$ cat src/rtl/data_memory_arbiter.sv
// Round-robin arbiter sharing one synchronous data memory between the core (port 0)
// and the comms network interface (port 1), with locked bursts. Optional counters: DATA_MEMORY_ARBITER_STATS_EN.
module data_memory_arbiter #(
    parameter int ADDR_W    = 16,
    parameter int DATA_W    = 16,
    parameter int MAX_BURST = 8
) (
    input  logic              clk,
    input  logic              rst,
    input  logic              core_req,
    input  logic              core_we,
    input  logic              core_lock,
    input  logic [ADDR_W-1:0] core_addr,
    input  logic [DATA_W-1:0] core_wdata,
    output logic              core_gnt,
    output logic              core_rvalid,
    output logic [DATA_W-1:0] core_rdata,
    input  logic              comms_req,
    input  logic              comms_we,
    input  logic              comms_lock,
    input  logic [ADDR_W-1:0] comms_addr,
    input  logic [DATA_W-1:0] comms_wdata,
    output logic              comms_gnt,
    output logic              comms_rvalid,
    output logic [DATA_W-1:0] comms_rdata,
    output logic [ADDR_W-1:0] mem_address_rw,
    output logic [DATA_W-1:0] mem_data_in,
    output logic              mem_write_enable,
    input  logic [DATA_W-1:0] mem_data_out
`ifdef DATA_MEMORY_ARBITER_STATS_EN
    ,
    output logic [15:0]       conflict_count,
    output logic [15:0]       core_grant_count,
    output logic [15:0]       comms_grant_count
`endif
);

    localparam int CNT_W = $clog2(MAX_BURST + 1);
    localparam logic [CNT_W-1:0] MAX_CNT = CNT_W'(MAX_BURST);

    typedef enum logic [1:0] {
        IDLE,
        LOCK_CORE,
        LOCK_COMMS
    } state_e;

    typedef enum logic {
        PORT_CORE,
        PORT_COMMS
    } port_e;

    state_e           state, state_next;
    port_e            rr_ptr, rr_next;
    logic [CNT_W-1:0] burst_cnt, cnt_next, cnt_inc;
    logic             core_xfer, comms_xfer;

    assign core_xfer  = core_req && core_gnt;
    assign comms_xfer = comms_req && comms_gnt;
    assign cnt_inc    = burst_cnt + CNT_W'(1);

    always_ff @(posedge clk) begin
        if (rst) begin
            state        <= IDLE;
            rr_ptr       <= PORT_CORE;
            burst_cnt    <= '0;
            core_rvalid  <= 1'b0;
            comms_rvalid <= 1'b0;
        end else begin
            state        <= state_next;
            rr_ptr       <= rr_next;
            burst_cnt    <= cnt_next;
            core_rvalid  <= core_xfer && !core_we;
            comms_rvalid <= comms_xfer && !comms_we;
        end
    end

    always_comb begin
        state_next = state;
        rr_next    = rr_ptr;
        cnt_next   = burst_cnt;
        case (state)
            IDLE: begin
                if (core_xfer) begin
                    rr_next = PORT_COMMS;
                    if (core_lock) begin
                        state_next = LOCK_CORE;
                        cnt_next   = CNT_W'(1);
                    end
                end else if (comms_xfer) begin
                    rr_next = PORT_CORE;
                    if (comms_lock) begin
                        state_next = LOCK_COMMS;
                        cnt_next   = CNT_W'(1);
                    end
                end
            end
            LOCK_CORE: begin
                if (core_xfer) begin
                    cnt_next = cnt_inc;
                    // Release hands priority to the other port, also on forced release.
                    if (!core_lock || cnt_inc == MAX_CNT) begin
                        state_next = IDLE;
                        cnt_next   = '0;
                        rr_next    = PORT_COMMS;
                    end
                end
            end
            LOCK_COMMS: begin
                if (comms_xfer) begin
                    cnt_next = cnt_inc;
                    if (!comms_lock || cnt_inc == MAX_CNT) begin
                        state_next = IDLE;
                        cnt_next   = '0;
                        rr_next    = PORT_CORE;
                    end
                end
            end
            default: begin
                state_next = IDLE;
                cnt_next   = '0;
            end
        endcase
    end

    always_comb begin
        core_gnt  = 1'b0;
        comms_gnt = 1'b0;
        if (!rst) begin
            case (state)
                IDLE: begin
                    core_gnt  = core_req && (!comms_req || rr_ptr == PORT_CORE);
                    comms_gnt = comms_req && (!core_req || rr_ptr == PORT_COMMS);
                end
                LOCK_CORE:  core_gnt  = core_req;
                LOCK_COMMS: comms_gnt = comms_req;
                default: begin
                    core_gnt  = 1'b0;
                    comms_gnt = 1'b0;
                end
            endcase
        end
        if (comms_gnt) begin
            mem_address_rw = comms_addr;
            mem_data_in    = comms_wdata;
        end else begin
            mem_address_rw = core_addr;
            mem_data_in    = core_wdata;
        end
        mem_write_enable = (core_gnt && core_we) || (comms_gnt && comms_we);
    end

    assign core_rdata  = mem_data_out;
    assign comms_rdata = mem_data_out;

`ifdef DATA_MEMORY_ARBITER_STATS_EN
    always_ff @(posedge clk) begin
        if (rst) begin
            conflict_count    <= '0;
            core_grant_count  <= '0;
            comms_grant_count <= '0;
        end else begin
            if (core_req && comms_req && (core_gnt != comms_gnt) && conflict_count != '1)
                conflict_count <= conflict_count + 16'd1;
            if (core_xfer && core_grant_count != '1)
                core_grant_count <= core_grant_count + 16'd1;
            if (comms_xfer && comms_grant_count != '1)
                comms_grant_count <= comms_grant_count + 16'd1;
        end
    end
`endif

endmodule

$ cat config.mk
export PLATFORM = sky130hd
export DESIGN_NAME = data_memory_arbiter
export DESIGN_NICKNAME = d
export VERILOG_FILES = /design/src/rtl/data_memory_arbiter.sv
export SDC_FILE = /design/constraint.sdc
export NUM_CORES = 1
export LEC_CHECK = 0
export ABC_AREA = 1
export BUFFER_PORTS_ARGS = -buffer_cell sky130_fd_sc_hd__clkbuf_2
export CAP_MARGIN = 20
export CORE_ASPECT_RATIO = 1.75
export CORE_MARGIN = 3
export CORE_UTILIZATION = 31
export DETAILED_ROUTE_END_ITERATION = 10
export PLACE_DENSITY = 0.75
export SLEW_MARGIN = 25
export SYNTH_ARGS = -nofsm -noshare
export SYNTH_HDL_FRONTEND = slang
export SYNTH_SLANG_ARGS = --single-unit
$ cat constraint.sdc
create_clock -name clk -period 1.75 [get_ports clk]
set_clock_uncertainty 0.05 [all_clocks]
set_input_delay 0.2625 -clock clk [delete_from_list [all_inputs] [get_ports clk]]
set_output_delay 0.2625 -clock clk [all_outputs]
set_load 0.02 [all_outputs]
Yosys cells after proc, flatten, opt, wreduce, memory -nomap -nowiden
Index checks and enable logic that the tools add are counted.
{ "op_classes": {"add_sub_neg": 1, "n_reduce_logical": 24, "muxes": 31, "eq_ne": 10, "n_bitwise": 1} }
{ "ops": {"columns": ["cell", "n"], "rows": [
  ["16-bit two-way mux", 2],
  ["4-bit two-way mux", 8],
  ["2-bit two-way mux", 8],
  ["4-bit case mux with 3 select lines", 1],
  ["3-bit inequality test (second input constant)", 3],
  ["1-bit logical AND", 8],
  ["1-bit two-way mux", 8],
  ["2-bit inequality test (second input constant)", 4],
  ["7-bit AND reduction", 1],
  ["1-bit logical NOT", 6],
  ["2-bit case mux with 3 select lines", 1],
  ["6-bit AND reduction", 1],
  ["1-bit logical OR", 5],
  ["5-bit AND reduction", 1],
  ["4-bit by 1-bit adder with 4-bit output (second input constant)", 1],
  ["4-bit equality test (second input constant)", 1],
  ["1-bit case mux with 2 select lines", 2],
  ["1-bit case mux with 3 select lines", 1],
  ["3-bit nonzero test", 1],
  ["2-bit by 1-bit equality test with 1-bit output (second input constant)", 1],
  ["2-bit equality test (second input constant)", 1],
  ["2-bit logical NOT", 1],
  ["1-bit NOT", 1]
]} }
{ "totals": {"regBits": 9, "word_cells": 72} }

Longest topological paths before layout
Gate-level depths: netlist (run 1).
{ "logic_depth": {"depth_word": 9, "depth_mapped": 13, "ltp_nobuf": 13} }

Worst setup path before layout (run 1)
Ideal clock, no wire load.
{ "synth_path": {"path_kind": "reg2out", "start": "register state[0]", "end": "output mem_address_rw[10]", "slack_ns": -0.065, "arrival_time_ns": 1.502, "t_required_ns": 1.437, "path_stages_with_launch": 11, "path_cell_list": "dfxtp_1 > inv_1 > ha_1 > nand2_1 > inv_1 > nand2_1 > nand2_2 > nand2_4 > clkbuf_1 > nand2_1 > nand2_1"} }
{ "synth_via": {"elab_chain_cells": 4} }
{ "synth_rtl": {"columns": ["item", "line", "source"], "rows": [
  ["from (decl)", "52", "state_e state, state_next;"],
  ["from (signal assigned)", "69", "state <= state_next;"],
  ["2-bit equality test / 2-bit logical NOT (equally long branches)", "129", "case (state)"],
  ["1-bit case mux with 2 select lines *", "129", null],
  ["1-bit two-way mux *", "128", "if (!rst) begin"],
  ["16-bit two-way mux *", "142", "if (comms_gnt) begin"],
  ["to (decl)", "26", "output logic [ADDR_W-1:0] mem_address_rw,"]
]} }
Every way passes the cells marked *; elsewhere a longest branch is shown, timed or not.

Final worst setup path (run 1)
{ "layout_path": {"start": "register state[0]", "end": "output mem_address_rw[12]"} }
The elaborated chain is that of the path after synthesis.

==> metrics, run 1 <==
outcome=complete, but fails checks; failing checks=setup timing; Power Internal=1.39 mW; WP data required=1.44 ns; unrepaired setup endpoints after global routing=true; cts hold-fix bufs=0; Gate Count Post-Synth=255; dpl hpwl=3790 um; Area after DPL=0.00183 mm2; Worst path top cell family by delay=buffers and inverters; syn_nets=351; register area=188 um2; Slew headroom=0.740; Multi-input gate area=0.00107 mm2; ratio of cells with drive above 1 in the final layout=0.566; register bit total from synthesis=9; Starting Density=0.329; sw power=1.27 mW; post-route cell area=0.00253 mm2; htree depth=1; f_max=507 MHz; largest net degree at the start of global routing=16; placer congestion estimate=0.814; # port buffers=108; Core ar.=0.00427 mm2; CP max-delay cell=dfxtp_2; clock power share=0.098; final hold viol count=0; CTS max path bufs=2; IO Count=157; Slew Viols, Final=0; via count=1859; row count=31; Setup WS post-layout=-0.221 ns; drt total wl=5470 um; number of nets with antenna violations after routing=0; Cell variety after synth=21; Worst-path clk slew=0.05 ns; area grow syn2layout=80.4%; mux share of post-synthesis cell area=0; WS Path Type=reg -> out; GR Util All Layers=0.185; global route overflow=0; share of the synthesized area in the top cell type=0.356; die height=95.0 um; Async SR Flop Fraction=0; WP data arrival=1.66 ns; CTS tree=yes; most frequent cell on the critical path=nand2_2; syn_area_per_cell=5.50 um2; antenna diode count=0; largest family of logic cells by synthesized area=simple AND/OR/NAND/NOR gates; Simple-Gate Fraction of Synth Area=0.506; Lkg Pwr=1.42 nW; worst hold path class=in -> reg; DR iter-0 viols=36; Ys Warns=0; CTS Buf Count=3; Synth area leaders=nand2_1, buf_4, dfxtp_1; maximum vdd drop=0.000573 V; Finish-stage setup viols=35; Die ar.=0.00540 mm2; pwr/cell area=1050 mW/mm2; number of global-route vias before repair=1816; CP peak stage delay=0.33 ns; CP cell instances=inv_4, ha_4, nand2_2, inv_2, nand2_2, nand2_2, nand2_4, buf_8, buf_16, nand2_2, nand2_2, clkbuf_8; Critical Path Sink Type=output port; startpoint types=flop; Worst Path Buf+Inv=5; global-route wire length before repair=7850 um; Die X=56.8 um; initial antenna violation count=0; Tightest Pin Transition=0.390 ns; Final Util=0.593; compound-cell area share of the yosys netlist=0.0455; worst-skew pair later-pin latency=0.24 ns; Seq pwr share=0.122; Fin Setup TNS=-6.09 ns; crit-path max FO=8; Post-synth EDFFs=0; CTS root buf=clkbuf_8; Post-Place Setup Slack=-0.0211 ns; XOR/XNOR Fraction of Synth Area=0; Vias/cell=4.71; crit share post-route=1.13; top-count cell post-synth=nand2_1; Design Power=2.66 mW; fin nets=443; final critical-path required period=1.97 ns; post-synthesis sequential area ratio=0.128; FILL cells=400; Synth Cell Area=0.00140 mm2; maxcap violations=0; Clock Sinks=9; residual DRC count=0; top_reg_cell synth=dfxtp_1; Post-synth top cells=nand2_1, buf_4, inv_1; First-pass DRT Iterations=4; Synth Area in Adders=0.0714; Gate power share=0.781; cell taking the most area after synthesis=nand2_1; Routed WL per cell=13.9 um; Sw Share=0.479
==> path summary, 6_finish.rpt <==
check        startpoint                  to  slack, ns  cells after the start
max            state[0]  mem_address_rw[12]      -0.22                     12
min             core_we         core_rvalid       0.14                      2
max reg2reg    state[1]        burst_cnt[0]       0.02                     11
min reg2reg      rr_ptr              rr_ptr       0.47                      2
==> cell type report <==
cell class              count  share of cell area
repair buffers            125               0.424
multi-input cells         186               0.423
flip-flops and latches      9              0.0742
inverters                  22              0.0366
well taps                  49              0.0242
clock buffers               4              0.0178
==> cells in the final DEF (no fill, tap or decap), drive strengths merged <==
master | Yosys | final
nand2 | 139 | 139
clkbuf | 3 | 99
buf | 35 | 30
nor2 | 24 | 24
inv | 22 | 22
dfxtp | 9 | 9
ha | 8 | 8
o21ai | 4 | 4
a21oi | 4 | 4
nand4 | 3 | 3
nand3 | 3 | 3
a22o | 1 | 1
==> power by group through the flow <==
stage          Sequential (mW)  Combinational (mW)  Clock [mW]
2_1_floorplan            0.314                1.07           0
3_3_place_gp             0.308                1.41           0
3_5_place_dp             0.312                1.43           0
4_1_cts                  0.316                1.86       0.253
5_1_grt                  0.330                2.24       0.258
6_report                 0.323                2.08       0.260
==> metrics by stage <==
step / cells / hold WS [ns]
after global routing: 395 / 0.170
after floorplan: 255 / 0.285
after global placement: 385 / 0.394
after detailed placement: 385 / 0.395
final: 395 / 0.145
after CTS: 395 / 0.147
==> worst register-to-register path: cells and delay by family (launching register included) <==
kind                     cells  cell delay [ns]
AND/OR/NAND/NOR              6             0.59
buffers and inverters        3             0.42
flip-flops                   1             0.35
adder cells (fa/ha/maj)      1             0.16
AO/OA/AOI/OAI                1             0.06
==> state kept, by name, summed over array words and instances, names as in the netlist <==
signal,count
burst_cnt,4
core_rvalid,1
rr_ptr,1
state,2
comms_rvalid,1
==> repair_timing <==
action | in CTS | in global routing
setup buffers | 4 | 0
setup endpoints to repair | 40 | 42
gates resized for setup | 99 | 65
gates cloned | 2 | 1
pin swaps | 2 | 6
==> kinds of logic after synthesis <==
logic type      Yosys count
compound gates            9
fa+ha+maj                 8
buf+inv                  60
flops                     9
simple gates            169
==> layer usage <==
layer	GRT usage	share of wire	vias up
met5	0	0	-
met4	0.0832	0.047	0
met3	0.0369	0.088	32
met2	0.392	0.58	97
met1	0.156	0.28	818
li1	-	-	912
No activity file was read; power rests on OpenSTA's default activity.
==> run 2: changes to the inputs <==
--- a/config.mk
+++ b/config.mk
@@ -8,11 +8,13 @@
 export ABC_AREA = 1
 export BUFFER_PORTS_ARGS = -buffer_cell sky130_fd_sc_hd__clkbuf_2
 export CAP_MARGIN = 20
+export CELL_PAD_IN_SITES_DETAIL_PLACEMENT = 1
+export CELL_PAD_IN_SITES_GLOBAL_PLACEMENT = 1
 export CORE_ASPECT_RATIO = 1.75
 export CORE_MARGIN = 3
-export CORE_UTILIZATION = 31
+export CORE_UTILIZATION = 18
 export DETAILED_ROUTE_END_ITERATION = 10
-export PLACE_DENSITY = 0.75
+export PLACE_DENSITY = 0.76
 export SLEW_MARGIN = 25
 export SYNTH_ARGS = -nofsm -noshare
 export SYNTH_HDL_FRONTEND = slang
==> run 2 against run 1 <==
Against the previous run:
- the run still ends with setup timing left
- cell area grew 11%
- clock power grew 61%
- critical path depth is the same
- via count grew 2.2%
- combinational power grew 15%
- first-iteration DRC count shrank 25%
- final cell count grew 11%
- largest cell class unchanged
- maximum frequency shrank 1.3%
==> metrics, run 2 (synthesized netlist as in run 1, its figures left out) <==
residual DRC count=0; largest register by flop count=burst_cnt; Clock Sinks=9; Largest regs=burst_cnt x4, state x2; ratio of cells with drive above 1 in the final layout=0.636; number of global-route vias before repair=2100; die height=123 um; hold_sp=comms_we; largest net degree at the start of global routing=19; Design Power=3.13 mW; top layer in use=met4; CP cell instances=inv_4, ha_4, nand2_2, inv_2, nand2_2, nand2_2, nand2_4, clkinv_8, clkbuf_16, nand2_2, nand2_2, buf_8; Finish-stage setup viols=40; CTS max path bufs=2; max reg flops=4; Lkg Pwr=1.56 nW; CTS Buf Count=3; GR Util All Layers=0.139; final hold viol count=0; Worst R2R End=state[1]; met3 routed wirelength=884 um; failing checks=setup timing; f_max=501 MHz; global-route wire length before repair=9580 um; maximum vdd drop=0.000404 V; placer congestion estimate=0.791; Critical Path Sink Type=output port; DR iter-0 viols=27; WP data arrival=1.68 ns; outcome=complete, but fails checks; via count=1900; WP data required=1.44 ns; dpl hpwl=5000 um; startpoint types=flop; htree depth=1; Slew Viols, Final=0; row count=42; Routed WL per cell=15.3 um; WS Path Type=reg -> out; Hold Path End=comms_rvalid; Die ar.=0.00893 mm2; CTS root buf=clkbuf_16; FF-to-FF Start=state[0]; fin nets=449; Die X=72.7 um; crit-path max FO=7; maxcap violations=0; area grow syn2layout=100%; antenna diode count=0; CP max-delay cell=dfxtp_4; initial antenna violation count=0; crit share post-route=1.14; pwr/cell area=1110 mW/mm2; CTS tree=yes; unrepaired setup endpoints after global routing=true; M1 WL=1900 um; worst hold path class=in -> reg; Worst Reg-to-Reg Cells=14; final critical-path required period=2.00 ns; most frequent cell on the critical path=nand2_2; First-pass DRT Iterations=3; global route overflow=0; # port buffers=108; number of nets with antenna violations after routing=0; routed wl met2=3710 um; Min Hold Slack=0.161 ns; Setup WS post-layout=-0.246 ns; most frequent cells in the layout=nand2_1, clkbuf_2, nand2_2; Worst Hold Depth=2; Vias/cell=4.32; Worst-path clk slew=0.04 ns; worst-skew pair later-pin latency=0.24 ns; drt total wl=6750 um; Tightest Pin Transition=0.332 ns; r2r setup slk=-0.11 ns; Starting Density=0.185; CP peak stage delay=0.36 ns; Core ar.=0.00757 mm2; cts hold-fix bufs=0; Slew headroom=0.779; IO Count=157
run 2: where the power goes:
part | switching, mW | internal [mW]
logic | 1.25 | 1.14
clock network | 0.113 | 0.306
registers | 0.0583 | 0.265
run 2: worst max-delay path: cells and delay by family, from the launching register on:
kind,cells,cell delay [ns]
buf+inv,5,0.49
fa+ha+maj,1,0.15
flops,1,0.36
simple gates,6,0.43
run 2: layout make-up:
class,count,area (um2)
Timing Repair Buffer,131,1180
Tap cell,88,110
Multi-Input combinational cell,186,1150
Fill cell,957,4760
Inverter,22,100
Clock buffer,4,78.8
Sequential cell,9,185
run 2: routing by layer:
layer / GRT usage / up-vias
met5: 0 / -
met3: 0.0730 / 25
met4: 0.0416 / 0
met1: 0.117 / 858
met2: 0.268 / 96
li1: - / 921
run 2: metrics by stage:
step	TNS [ns]	util	worst slack, ns	cells	area [um2]
final	-7.88	0.371	-0.246	440	2810
after global routing	-11.28	0.371	-0.324	440	2810
after CTS	-7.29	0.313	-0.216	432	2370
after detailed placement	-0.531	0.255	-0.0504	425	1930
after global placement	0	0.255	0.0201	425	1930
after floorplan	-1.28	-	-0.0641	255	1410
run 2: worst max path at each step:
stage                         from                end  slack, ns  cells past startpoint
final                     state[0]  mem_address_rw[4]      -0.25                     12
after global routing      state[1]  mem_address_rw[5]      -0.32                     12
after CTS                 state[1]  mem_address_rw[6]      -0.22                     12
after detailed placement  state[1]       burst_cnt[0]      -0.05                     13
after global placement    state[1]       burst_cnt[3]       0.02                     13
after floorplan           state[0]  mem_address_rw[0]      -0.06                     10
run 2: timing repair:
item                                    in CTS  in global routing
gates resized for setup                     85                117
pin swaps                                    6                 30
setup buffers                                3                  5
cloned                                       0                  4
endpoints found under the setup margin      41                 42
